[src/rtl/pc_gen.sv]
// pc_gen: IF-stage fetch address generator with branch/flush redirect.
// Ports: clk, rst (async active-low); stall, flush, exc_pc, branch_flag,
//   branch_addr in; pc, rom_en, fetch_adel out.
// Optional macro PC_GEN_ALIGN_CHECK_EN: flag misaligned fetch addresses
//   through fetch_adel instead of silently clearing the low two bits.
module pc_gen #(
   parameter logic [31:0] RESET_PC = 32'hbfc00000
) (
   input  logic        clk,
   input  logic        rst,
   input  logic        stall,
   input  logic        flush,
   input  logic [31:0] exc_pc,
   input  logic        branch_flag,
   input  logic [31:0] branch_addr,
   output logic [31:0] pc,
   output logic        rom_en,
   output logic        fetch_adel
);

   typedef enum logic {
      IDLE  = 1'b0,
      FETCH = 1'b1
   } state_t;

   state_t      state;
   state_t      state_nx;
   logic        pend_v;
   logic [31:0] pend_addr;
   logic        adel_q;
   logic [31:0] tgt;
   logic [31:0] tgt_ld;
   logic        adel_set;

   always_ff @(posedge clk or negedge rst) begin
      if (!rst) begin
         state <= IDLE;
      end else begin
         state <= state_nx;
      end
   end

   // IDLE lasts exactly one edge after reset release.
   always_comb begin
      state_nx = state;
      unique case (state)
         IDLE:    state_nx = FETCH;
         FETCH:   state_nx = FETCH;
         default: state_nx = IDLE;
      endcase
   end

   always_comb begin
      rom_en = (state == FETCH) && !adel_q;
   end

   // Redirect priority: flush, pending branch, live branch, sequential.
   always_comb begin
      if (flush) begin
         tgt = exc_pc;
      end else if (pend_v) begin
         tgt = pend_addr;
      end else if (branch_flag) begin
         tgt = branch_addr;
      end else begin
         tgt = pc + 32'd4;
      end
   end

`ifdef PC_GEN_ALIGN_CHECK_EN
   assign tgt_ld   = tgt;
   assign adel_set = |tgt[1:0];
`else
   assign tgt_ld   = tgt & ~32'd3;
   assign adel_set = 1'b0;
`endif

   assign fetch_adel = adel_q;

   always_ff @(posedge clk or negedge rst) begin
      if (!rst) begin
         pc        <= RESET_PC;
         pend_v    <= 1'b0;
         pend_addr <= 32'd0;
         adel_q    <= 1'b0;
      end else if (state == FETCH) begin
         if (flush) begin
            pc     <= tgt_ld;
            pend_v <= 1'b0;
            adel_q <= 1'b0;
         end else if (!adel_q) begin
            if (stall) begin
               // Remember a branch resolved while fetch is frozen.
               if (branch_flag) begin
                  pend_v    <= 1'b1;
                  pend_addr <= branch_addr;
               end
            end else begin
               pc     <= tgt_ld;
               pend_v <= 1'b0;
               adel_q <= adel_set;
            end
         end
      end
   end

endmodule

[config.mk]
export PLATFORM = sky130hd
export DESIGN_NAME = pc_gen
export DESIGN_NICKNAME = d
export VERILOG_FILES = /design/src/rtl/pc_gen.sv
export SDC_FILE = /design/constraint.sdc
export NUM_CORES = 1
export LEC_CHECK = 0
export ABC_AREA = 1
export CAP_MARGIN = 25
export CORE_ASPECT_RATIO = 1.2
export CORE_MARGIN = 5
export CORE_UTILIZATION = 50
export CTS_CLUSTER_SIZE = 24
export DETAILED_ROUTE_END_ITERATION = 8
export PLACE_DENSITY = 0.8
export SETUP_SLACK_MARGIN = 0.15
export SLEW_MARGIN = 25
export SYNTH_ARGS = -nofsm -noshare
export SYNTH_HDL_FRONTEND = slang
export SYNTH_SLANG_ARGS = --single-unit
[constraint.sdc]
create_clock -name clk -period 2.2 [get_ports clk]
set_clock_uncertainty 0.15 [all_clocks]
set_input_delay 0.44 -clock clk [delete_from_list [all_inputs] [get_ports clk]]
set_output_delay 0.44 -clock clk [all_outputs]
set_load 0.02 [all_outputs]
* Yosys cells after proc, flatten, opt, wreduce, memory -nomap -nowiden
Cells that the tools add are included.
Cells by class: equal/unequal tests 3, bitwise gates (word level) 2, multiplexer cells 12, add/subtract/negate cells 1, reduce and logical (&&, ||, !) cells 5
Operators with widths (number):
- two-way mux 32 bit | 6
- adder 32 x 3 -> 32 bit (second input constant) | 1
- two-way mux 1 bit | 6
- AND reduction 3 bit | 2
- AND reduction 5 bit | 1
- inequality test 3 x 1 -> 1 bit (second input constant) | 1
- inequality test 2 x 1 -> 1 bit (second input constant) | 1
- inequality test 2 bit (second input constant) | 1
- inverter 1 bit | 2
- logical AND 1 bit | 1
- logical NOT 1 bit | 1
Word-level totals: output and inout bits 34, register bits 67, input bits 69, logic and storage cells 28

* Depth between registers and ports, before layout
depth after elaboration 7, depth in mapped cells 13, gate-level depth less buffers 13

* Worst setup path before layout
Ideal clock, no wire load.
path type reg2reg, from reg pc[3], to reg pc[18], stages on the path, launching flop included 13, period minus slack after synthesis 1.844 ns, path buffers 0, slack 0.356 ns, setup time 0.117 ns, arrival time 1.577 ns, data required time 1.933 ns, cells stage by stage dfrtp_1 ha_1 nand2_2 nor2_4 nand2_4 nor2_8 nand2_1 nand3_1 nand2_1 o21ai_1 nand2_1 nand2_1 nand2_1
Between the ends: cells in the longest elaborated chain, start to end 7
RTL lines:
- from (decl) | RTL line 16 | output logic [31:0] pc,
- from (signal assigned) | RTL line 88 | pc <= tgt_ld;
- from (signal assigned) | RTL line 99 | pc <= tgt_ld;
- adder 32 x 3 -> 32 bit * | RTL line 66 | tgt = pc + 32'd4;
- two-way mux 32 bit * | RTL line 63 | end else if (branch_flag) begin
- two-way mux 32 bit * | RTL line 61 | end else if (pend_v) begin
- two-way mux 32 bit * | RTL line 59 | if (flush) begin
- two-way mux 32 bit | RTL line 92 | if (stall) begin
- two-way mux 32 bit | RTL line 91 | end else if (!adel_q) begin
- two-way mux 32 bit * | RTL line 87 | if (flush) begin
Mark *: on every way between the ends. The rest lies on a longest branch, timed or not. The select of a mux whose other input is x is not followed. A chain may end at the register's enable or synchronous reset.

* Worst setup path in the final report
from reg pc[5], to out pc[5]
No word-level cell between the ends.

==> impl_results.md <==
- Post-Synthesis Cells: 620
- Wire length on met3: 797 um
- Clock Tree Root: clkbuf_8
- Top-Level Pins: 103
- Finished Layout Cells: 810
- I/O Buffers: 95
- Clock Latency Late Sink: 0.36 ns
- Routed WL per cell: 15.7 um
- Rows: 36
- Number of H-tree levels: 3
- Initial antenna violation count: 0
- DRT met1 WL: 5120 um
- Core box area: 0.00811 sq mm
- Yosys cell types: 35
- CP endpoint kind: output port
- VDD IR-drop max: 0.000418 V
- Syn Std Cell Area: 0.00413 sq mm
- RR Endpoint: pc[26]
- Routed Antenna Nets: 0
- Critical Path RT: 1.61 ns
- Largest net degree at the start of global routing: 39
- Tot Pwr: 3.66 mW
- Router iterations before antenna repair: 5
- Crit-path max cell delay: 0.64 ns
- Max Fclk: 498 MHz
- Crit-path max FO: 4
- Deepest clock path buffer count: 2
- CTS sink count: 62
- # setup viols final: 0
- Slowest-stage cell, CP: clkdlybuf4s50_1
- Die width: 93.0 um
- Vias in the first global route: 4296
- Setup slack, reg-to-reg: 0.28 ns
- RSZ-0062 raised after global routing: yes
- Worst Setup Start Kind: register
- Clock buffer count from CTS: 9
- Initial Utilization: 0.509
- Clock transition at the registers of the reported paths: 0.07 ns
- Synth area leader: dfrtp_1
- Critical path's top delay family: buffers and inverters
- Max Slew Vio Count: 0
- Hpwl dp: 9400 um
- GPL Wtd Cong: 0.924
- Placed Cells: 794
- Most common cell after layout, fill and taps aside: nand2_1
- Post-route design area: 0.00541 sq mm
- FF+latch count, synth: 62
- Highest Signal Layer: met4
- Total of max-cap violations: 0
- Final Hold Viols: 0
- Share of layout cells above drive strength 1: 0.101
- Placed inst area: 0.00522 sq mm
- Syn-to-layout area delta: 31.1%
- Die area: 0.0102 sq mm
- Setup CP Type: register to output port
- Syn Area/Cell: 6.66 sq um
- Hold WC Path Type: primary input to asynchronous set/reset pin
- CP Launch Point: pc[5]
- Sequence of cells on the critical path: clkdlybuf4s50_1
- DR vias/cell: 5.36
- Routed wl met2: 6490 um
- CP arrival: 1.42 ns
- Synth area leaders: dfrtp_1, nand2_1, nor2_1, a21oi_1, dfstp_2
- Buffers & Inverters on Critical Path: 1
- First-pass GRT wire length: 20800 um
- GRT Total Usage: 0.264
- Share of the synthesized area in the top cell type: 0.321
- Routed Wire Length: 12700 um
- P per Cell Area: 677 mW/mm^2
- Die height: 110 um
- YS warnings: 0
- Leakage: 2.65 nW
- Fillers: 776
- Final nets: 782
- Status: finished clean
- CTS tree: done
- Number of diodes: 0
- Grt ovf: 0
- R2R depth: 13
- Drc violations: 0
- Setup TNS: 0 ns
- Seq/Total Area, Yosys: 0.378
- Reg2reg start: pc[3]
- Fin crit period: 2.01 ns
- Fin crit share: 0.912
- Most frequent cells in the layout: nand2_1, nor2_1, clkdlybuf4s50_1, a21oi_1, dfrtp_1
- Drt initial violations: 272
- Routed vias: 4340
==> layer usage <==
layer | up-vias | track usage
met4 | 0 | 0.129
met3 | 28 | 0.0397
met1 | 1998 | 0.309
met2 | 173 | 0.470
met5 | - | 0
li1 | 2141 | -
==> cell families (layout without fill, tap and decap cells) <==
kind of cell / after synthesis / count (layout) / share of synthesized area
xor gates and xnor gates: 10 / 10 / 0.0212
muxes: 6 / 6 / 0.0164
DFF: 62 / 62 / 0.378
and+or+nand+nor: 349 / 349 / 0.361
adders and majority gates: 1 / 1 / 0.00303
other: 2 / 4 / 0.00182
buffers and inverters: 77 / 170 / 0.0748
AOI/OAI and AO/OA: 113 / 113 / 0.144
==> power by group <==
| group | leakage [nW] | total [mW] | switching (mW) | internal [mW] |
|---|---|---|---|---|
| combinational | 1.82 | 1.07 | 0.603 | 0.470 |
| clock | 0.0956 | 1.02 | 0.445 | 0.574 |
| sequential | 0.741 | 1.57 | 0.213 | 1.36 |
| total | 2.65 | 3.66 | 1.26 | 2.40 |
==> stage by stage <==
| step | hold slack [ns] | worst slack [ns] | utilization |
|---|---|---|---|
| CTS | 0.341 | 0.154 | 0.664 |
| detailed placement | 0.184 | 0.0725 | 0.643 |
| floorplan | -0.00559 | 0.356 | - |
| global placement | 0.188 | 0.141 | 0.643 |
| global route | 0.357 | 0.130 | 0.668 |
| finish | 0.335 | 0.193 | 0.668 |
==> area by class of cell <==
type	count	area [sq um]	area share
Timing Repair Buffer	111	1100	0.203
Clock buffer	13	159	0.0294
Inverter	45	169	0.0312
Multi-Input combinational cell	483	2270	0.420
Clock inverter	1	30.0	0.00555
Sequential cell	62	1560	0.289
Tap cell	95	119	0.0220
==> registers in the layout, summed over array words and instances, names as in the netlist <==
signal	count
pc	30
pend_addr	30
pend_v	1
state	1
==> repair_timing <==
item,in CTS,in global routing
buffers inserted,0,1
endpoints found under the hold margin,6,0
gates resized for setup,23,7
hold buffers,1,0
setup endpoints to repair,23,11
==> Yosys cell counts (all sizes together) <==
library cell and number:
nand2 220, nor2 93, a21oi 55, dfrtp 53
o21ai 48, inv 45, clkbuf 21, nand3 21
buf 11, dfstp 9, xor2 7, mux2 6
nand3b 6, o211ai 4, and2 3, o21bai 3
or2 3, xnor2 3, conb 2, nand4 2
a221oi 1, a22oi 1, ha 1, nor3 1
o311ai 1
==> how the worst max path moves through the flow <==
stage / endpoint / slack (ns) / cells past startpoint
floorplan: pc[18] / 0.36 / 12
global placement: pc[2] / 0.14 / 6
detailed placement: pc[2] / 0.07 / 6
CTS: pc[16] / 0.15 / 1
global route: pc[26] / 0.13 / 13
finish: pc[5] / 0.19 / 1
(Power assumes the default switching activity.)
